File: config.mk
export PLATFORM = sky130hd
export DESIGN_NAME = motor_dose_scheduler
export DESIGN_NICKNAME = d
export VERILOG_FILES = /design/src/rtl/motor_dose_scheduler.sv
export SDC_FILE = /design/constraint.sdc
export NUM_CORES = 1
export LEC_CHECK = 0
export ABC_AREA = 0
export CAP_MARGIN = 20
export CORE_MARGIN = 1
export CORE_UTILIZATION = 36
export CTS_BUF_LIST = sky130_fd_sc_hd__clkbuf_4
export CTS_CLUSTER_DIAMETER = 60
export CTS_CLUSTER_SIZE = 20
export DETAILED_ROUTE_END_ITERATION = 6
export DONT_BUFFER_PORTS = 1
export GPL_TIMING_DRIVEN = 0
export PLACE_DENSITY = 0.48
export SLEW_MARGIN = 20
export SYNTH_ARGS = -nofsm -noshare
export SYNTH_HDL_FRONTEND = slang
export SYNTH_SLANG_ARGS = --single-unit
File: constraint.sdc
create_clock -name clk -period 2.8 [get_ports clk]
set_input_delay 0.28 -clock clk [delete_from_list [all_inputs] [get_ports clk]]
set_output_delay 0.28 -clock clk [all_outputs]
set_load 0.005 [all_outputs]
File: src/rtl/motor_dose_scheduler.sv
// motor_dose_scheduler: runs the R, G and B dispensing motors one after another
// for their latched tick counts, with an all-off gap between executed colours.
// Optional pause/resume on start while running: define MOTOR_SCHED_PAUSE_EN.
module motor_dose_scheduler #(
    parameter int CNT_W     = 5,
    parameter int TICK_DIV  = 4,
    parameter int GAP_TICKS = 1
) (
    input  logic             clk,
    input  logic             reset,
    input  logic             start,
    input  logic             abort,
    input  logic             RGB_full,
    input  logic [CNT_W-1:0] R,
    input  logic [CNT_W-1:0] G,
    input  logic [CNT_W-1:0] B,
    output logic [2:0]       Motores,
    output logic             busy,
    output logic             done,
    output logic             aborted,
    output logic [1:0]       phase,
    output logic [CNT_W-1:0] remaining
);

    localparam int PRE_W = (TICK_DIV > 1) ? $clog2(TICK_DIV) : 1;
    localparam int GAP_W = (GAP_TICKS > 1) ? $clog2(GAP_TICKS + 1) : 1;
    localparam logic [PRE_W-1:0] PRE_LAST = PRE_W'(TICK_DIV - 1);
    localparam logic [GAP_W-1:0] GAP_LOAD = GAP_W'(GAP_TICKS);

    typedef enum logic [2:0] {
        S_IDLE,
        S_LOAD,
        S_RUN,
        S_GAP,
        S_DONE
    } state_t;

    state_t                  state_q;
    logic [2:0][CNT_W-1:0]   cnt_q;
    logic [1:0]              ch_q;
    logic [PRE_W-1:0]        pre_q;
    logic [GAP_W-1:0]        gap_q;
    logic [CNT_W-1:0]        rem_q;
    logic [2:0]              motors_q;
    logic                    busy_q;
    logic                    done_q;
    logic                    aborted_q;
    logic [1:0]              phase_q;

    logic                    tick;
    logic                    run_last;
    logic                    gap_last;
    logic                    ends_seq;
    logic                    active;
    logic [2:0]              first_sel;
    logic [2:0]              next_sel;
    logic                    paused_q;
    logic                    pause_req;
    logic                    resume_req;

    // Lowest channel index >= from with a nonzero count: {found, index}.
    function automatic logic [2:0] scan_from(input logic [1:0] from,
                                             input logic [2:0][CNT_W-1:0] cnt);
        logic [2:0] sel;
        sel = 3'b000;
        for (int i = 2; i >= 0; i--) begin
            if (i >= int'(from) && cnt[i] != '0) sel = {1'b1, 2'(i)};
        end
        return sel;
    endfunction

    // Tick, end-of-run/gap detection and next-channel lookahead.
    always_comb begin
        tick      = (pre_q == PRE_LAST);
        first_sel = scan_from(2'd0, cnt_q);
        next_sel  = scan_from(ch_q + 2'd1, cnt_q);
        run_last  = (state_q == S_RUN) && tick && (rem_q == CNT_W'(1));
        gap_last  = (state_q == S_GAP) && tick && (gap_q == GAP_W'(1));
        ends_seq  = run_last && !next_sel[2];
        active    = (state_q == S_RUN) || (state_q == S_GAP);
    end

`ifdef MOTOR_SCHED_PAUSE_EN
    // A pause requested on the final tick is dropped: the sequence is ending anyway.
    assign pause_req  = active && start && !abort && !paused_q && !ends_seq;
    assign resume_req = active && start && !abort && paused_q;

    // Pause flag toggles on start while running, cleared when the sequence ends.
    always_ff @(posedge clk or negedge reset) begin
        if (!reset) begin
            paused_q <= 1'b0;
        end else if (!active || abort) begin
            paused_q <= 1'b0;
        end else if (pause_req) begin
            paused_q <= 1'b1;
        end else if (resume_req) begin
            paused_q <= 1'b0;
        end
    end
`else
    assign paused_q   = 1'b0;
    assign pause_req  = 1'b0;
    assign resume_req = 1'b0;
`endif

    // Sequencer FSM with all outputs registered so Motores never glitches.
    always_ff @(posedge clk or negedge reset) begin
        if (!reset) begin
            state_q   <= S_IDLE;
            cnt_q     <= '0;
            ch_q      <= 2'd0;
            pre_q     <= '0;
            gap_q     <= '0;
            rem_q     <= '0;
            motors_q  <= 3'b000;
            busy_q    <= 1'b0;
            done_q    <= 1'b0;
            aborted_q <= 1'b0;
            phase_q   <= 2'd3;
        end else begin
            done_q    <= 1'b0;
            aborted_q <= 1'b0;
            case (state_q)
                S_IDLE: begin
                    motors_q <= 3'b000;
                    busy_q   <= 1'b0;
                    phase_q  <= 2'd3;
                    rem_q    <= '0;
                    pre_q    <= '0;
                    gap_q    <= '0;
                    if (start && RGB_full && !abort) begin
                        cnt_q   <= {B, G, R};
                        ch_q    <= 2'd0;
                        busy_q  <= 1'b1;
                        state_q <= S_LOAD;
                    end
                end
                S_LOAD: begin
                    if (abort) begin
                        state_q   <= S_IDLE;
                        busy_q    <= 1'b0;
                        aborted_q <= 1'b1;
                    end else if (first_sel[2]) begin
                        state_q  <= S_RUN;
                        ch_q     <= first_sel[1:0];
                        rem_q    <= cnt_q[first_sel[1:0]];
                        motors_q <= 3'b001 << first_sel[1:0];
                        phase_q  <= first_sel[1:0];
                        pre_q    <= '0;
                    end else begin
                        state_q <= S_DONE;
                        busy_q  <= 1'b0;
                        done_q  <= 1'b1;
                    end
                end
                S_RUN, S_GAP: begin
                    if (abort) begin
                        state_q   <= S_IDLE;
                        motors_q  <= 3'b000;
                        rem_q     <= '0;
                        gap_q     <= '0;
                        busy_q    <= 1'b0;
                        phase_q   <= 2'd3;
                        aborted_q <= 1'b1;
                    end else if (paused_q) begin
                        // Everything frozen; only the motor drive comes back on resume.
                        if (resume_req && state_q == S_RUN) motors_q <= 3'b001 << ch_q;
                    end else begin
                        pre_q <= tick ? '0 : pre_q + PRE_W'(1);
                        if (state_q == S_RUN) begin
                            if (tick) rem_q <= rem_q - CNT_W'(1);
                            if (run_last) begin
                                if (!next_sel[2]) begin
                                    state_q  <= S_DONE;
                                    motors_q <= 3'b000;
                                    busy_q   <= 1'b0;
                                    done_q   <= 1'b1;
                                    phase_q  <= 2'd3;
                                end else if (GAP_TICKS > 0) begin
                                    state_q  <= S_GAP;
                                    ch_q     <= next_sel[1:0];
                                    gap_q    <= GAP_LOAD;
                                    motors_q <= 3'b000;
                                    phase_q  <= 2'd3;
                                end else begin
                                    ch_q     <= next_sel[1:0];
                                    rem_q    <= cnt_q[next_sel[1:0]];
                                    motors_q <= 3'b001 << next_sel[1:0];
                                    phase_q  <= next_sel[1:0];
                                end
                            end
                        end else begin
                            if (tick) gap_q <= gap_q - GAP_W'(1);
                            if (gap_last) begin
                                state_q  <= S_RUN;
                                rem_q    <= cnt_q[ch_q];
                                motors_q <= 3'b001 << ch_q;
                                phase_q  <= ch_q;
                            end
                        end
                        if (pause_req) motors_q <= 3'b000;
                    end
                end
                S_DONE: begin
                    state_q <= S_IDLE;
                    busy_q  <= 1'b0;
                end
                default: state_q <= S_IDLE;
            endcase
        end
    end

    assign Motores   = motors_q;
    assign busy      = busy_q;
    assign done      = done_q;
    assign aborted   = aborted_q;
    assign phase     = phase_q;
    assign remaining = rem_q;

endmodule
==> results by group <==
Synth
  – Register area share after synthesis: 39.67%
  – Adder-Cell Fraction of Synth Area: 4.396%
  – Post-synth EDFFs: 0
  – Syn Nets: 246
  – Post-Synth Simple-Gate Area: 19.45%
  – FFs w/ async S/R, synth: 100.0%
  – Main combinational cell family by area after synthesis: simple AND/OR/NAND/NOR gates
  – Synth unique cells: 52
  – Compound-Gate Fraction of Synth Area: 15.66%
  – Yosys synthesis warning count: 0
  – Post-synthesis xor/xnor area fraction: 1.154%
  – Predominant post-synthesis flop cell: dfrtp_1
  – Flops & latches, synth: 36
  – Mapped Area: 2277 um2
  – Synthesized area per cell: 10.45 um2
  – Post-synthesis mux area share: 16.43%
  – Cell count after synthesis: 218

Placed design
  – DP Cell Count: 293
  – Area of placed instances: 2371 um2
  – Buffers on Ports: 0
  – Gp weighted congestion: 0.8589
  – Hpwl dp: 4065 um
  – Post-Place Setup Slack: 239.0 ps

Finish
  – Register area: 903.4 um2
  – Most frequent cells in the layout: 34 x dfrtp_1, 21 x mux2_2, 12 x nor2_1, 12 x nand2_1, 12 x o211ai_1
  – Layout Area Growth over Synthesis: 9.176%
  – Most common cell after layout, fill and taps aside: dfrtp_1
  – Filler instances: 621
  – Share of cells above drive strength 1: 22.81%
  – N_diodes: 0
  – Final nets: 255
  – Multi-input logic area: 1305 um2
  – Fin cells: 303
  – Post-layout util: 41.26%
  – Design area: 2486 um2

Hold path
  – Hold crit path type: in -> reg

Clock network
  – Worst skew pair latency: 340 ps
  – Postcts setup bufs: 0
  – Post_cts resized: 0
  – Hold-fix buffers, CTS: 2
  – TritonCTS clock tree: built
  – Max clock buf depth: 2
  – Clock tree sinks: 36
  – CTS Buf Count: 5
  – H-tree depth reported by CTS: 2
  – Clock Pin Slew Worst Setup and Hold Paths: 120 ps
  – CTS Root Cell: clkbuf_4

STA
  – Final Max Slew Viols: 0
  – Setup TNS: 0 ps
  – Slew @ Worst Pin: 654.3 ps
  – Worst Skew: 7.126 ps
  – Hold Slack: 80.92 ps
  – Tmin final: 2332 ps
  – Final setup fails: 0
  – Worst setup margin: 467.7 ps
  – Tcrit/Tclk final: 83.30%
  – Fmax: 428.8 MHz
  – Final Hold Fails: 0
  – Slew Limit Headroom: 56.19%
  – RSZ-0062 raised after global routing: false

Setup path
  – Critical path arrival: 2560 ps
  – Worst Path Required: 3030 ps
  – CP peak stage delay: 460 ps
  – CP Cell Sequence: nor4_2, and2_1, buf_2, nand3_1, o221ai_2, mux2_1
  – Critical Path Fanout Max: 10
  – Worst path slowest cell: dfrtp_1
  – Worst setup EP type: register
  – Setup CP Type: reg -> reg
  – Worst setup SP type: register

Global routing
  – All-Layer GR Usage: 18.50%
  – Initial antenna violation count: 0
  – Vias in the first global route: 1735
  – First-pass GRT wire length: 9032 um
  – GRT overflow: 0
  – Largest net degree at the start of global routing: 37

Power and ir drop
  – Int Pwr: 0.9624 mW
  – Switching share of total power: 33.31%
  – Power Dens Cells: 580.5 nW/um2
  – Combinational Power Share: 24.8%
  – Switch Pwr: 0.4808 mW
  – Tot Pwr: 1.443 mW
  – Clock share of power: 26.4%
  – Pleak: 1.023 nW
  – Register share of total power: 48.7%
  – Peak VDD IR: 0.2490 mV

Detailed routing
  – Final ANT Viol Nets: 0
  – DRT Pass-1 Iters: 4
  – # DRC: 0
  – Vias per cell: 5.663
  – Vias post-DR: 1716
  – Routed length per placed instance: 18.16 um
  – Aggregate routed wire length: 5501 um
  – DRT iter0 DRCs: 101

Floorplan
  – Core ar.: 6026 um2
  – DIE AREA: 6648 um2
  – Rows: 28
  – I/O Pins: 33
  – Die W: 81.54 um
  – Initial core utilization: 37.79%
  – Die Ht: 81.54 um

Run status
  – Status: finished clean

Flow run
  – Max Cap Viol: 0
[synth_stat cells, types with 3 or more instances]
library cell   n  area share [%]
nor3b_1        4             1.3
a21oi_1        9             2.0
mux2i_1        7             3.1
mux2_2        21              10
inv_1          6            0.99
nand3_1        5             1.1
xor2_1         3             1.2
nor3_1         3            0.66
mux2_1         6             3.0
and2_1         3            0.82
dfrtp_1       34              37
nand2_1       12             2.0
nand2b_1       4             1.1
nand3b_1       7             2.3
ha_1           8             4.4
o211ai_1      12             4.0
clkbuf_1       9             1.5
nor2_1        12             2.0
o21ai_0        9             2.0
[sequential cells by signal, indices dropped and copies added (netlist names)]
| register | cells |
|---|---|
| Motores | 3 |
| aborted | 1 |
| busy | 1 |
| ch_q | 2 |
| cnt_q | 15 |
| done | 1 |
| gap_q | 1 |
| phase | 2 |
| pre_q | 2 |
| remaining | 5 |
| state_q | 3 |
[power groups by stage]
stage,logic [mW],clock network (mW),registers (mW)
2_1_floorplan,0.282,0,0.677
3_3_place_gp,0.341,0,0.714
3_5_place_dp,0.341,0,0.714
4_1_cts,0.359,0.392,0.703
5_1_grt,0.398,0.417,0.716
6_report,0.359,0.382,0.703
[area by class of cell]
class / instances / share of cell area [%]
multi-input cells: 164 / 52.49
flip-flops and latches: 36 / 36.34
clock inverters: 2 / 1.409
inverters: 6 / 0.9059
plain buffers: 12 / 2.063
well taps: 75 / 3.775
clock buffers: 6 / 1.812
repair buffers: 2 / 1.208
[worst max-delay path: cells and delay by family, from the launching register on]
kind / cells / cell delay [ps]
DFF: 1 / 460
AOI/OAI and AO/OA: 1 / 280
and+or+nand+nor: 3 / 900
muxes: 1 / 350
buffers and inverters: 1 / 240
[logic make-up (layout without fill, tap and decap cells)]
group	after synthesis	in the layout
buffers and inverters	18	28
XOR/XNOR	3	3
multiplexers	34	34
AO/OA/AOI/OAI	50	50
flip-flops	36	36
AND/OR/NAND/NOR	69	69
adder cells (fa/ha/maj)	8	8
[routing by layer]
layer	routed length [um]	share of wire, %	vias to the layer above	track usage, %
met5	0	0	-	0
met4	32	0.58	0	4.821
met3	263	4.8	2	4.111
met2	2675	49	39	30.50
met1	2528	46	844	24.34
li1	-	-	831	-
[worst paths after layout]
| kind | startpoint | slack, ps | to | cells past startpoint |
|---|---|---|---|---|
| worst max-delay path | cnt_q[9] | 470 | ch_q[0] | 6 |
| worst min-delay path | G[3] | 80 | cnt_q[8] | 1 |
| worst max register to register | cnt_q[9] | 470 | ch_q[0] | 6 |
| worst min register to register | pre_q[1] | 530 | pre_q[1] | 2 |
| max in group asynchronous | reset | 2160 | phase[0] | 2 |
| min in group asynchronous | reset | 390 | Motores[2] | 2 |
Note: power is estimated with default switching activity, not from simulation.
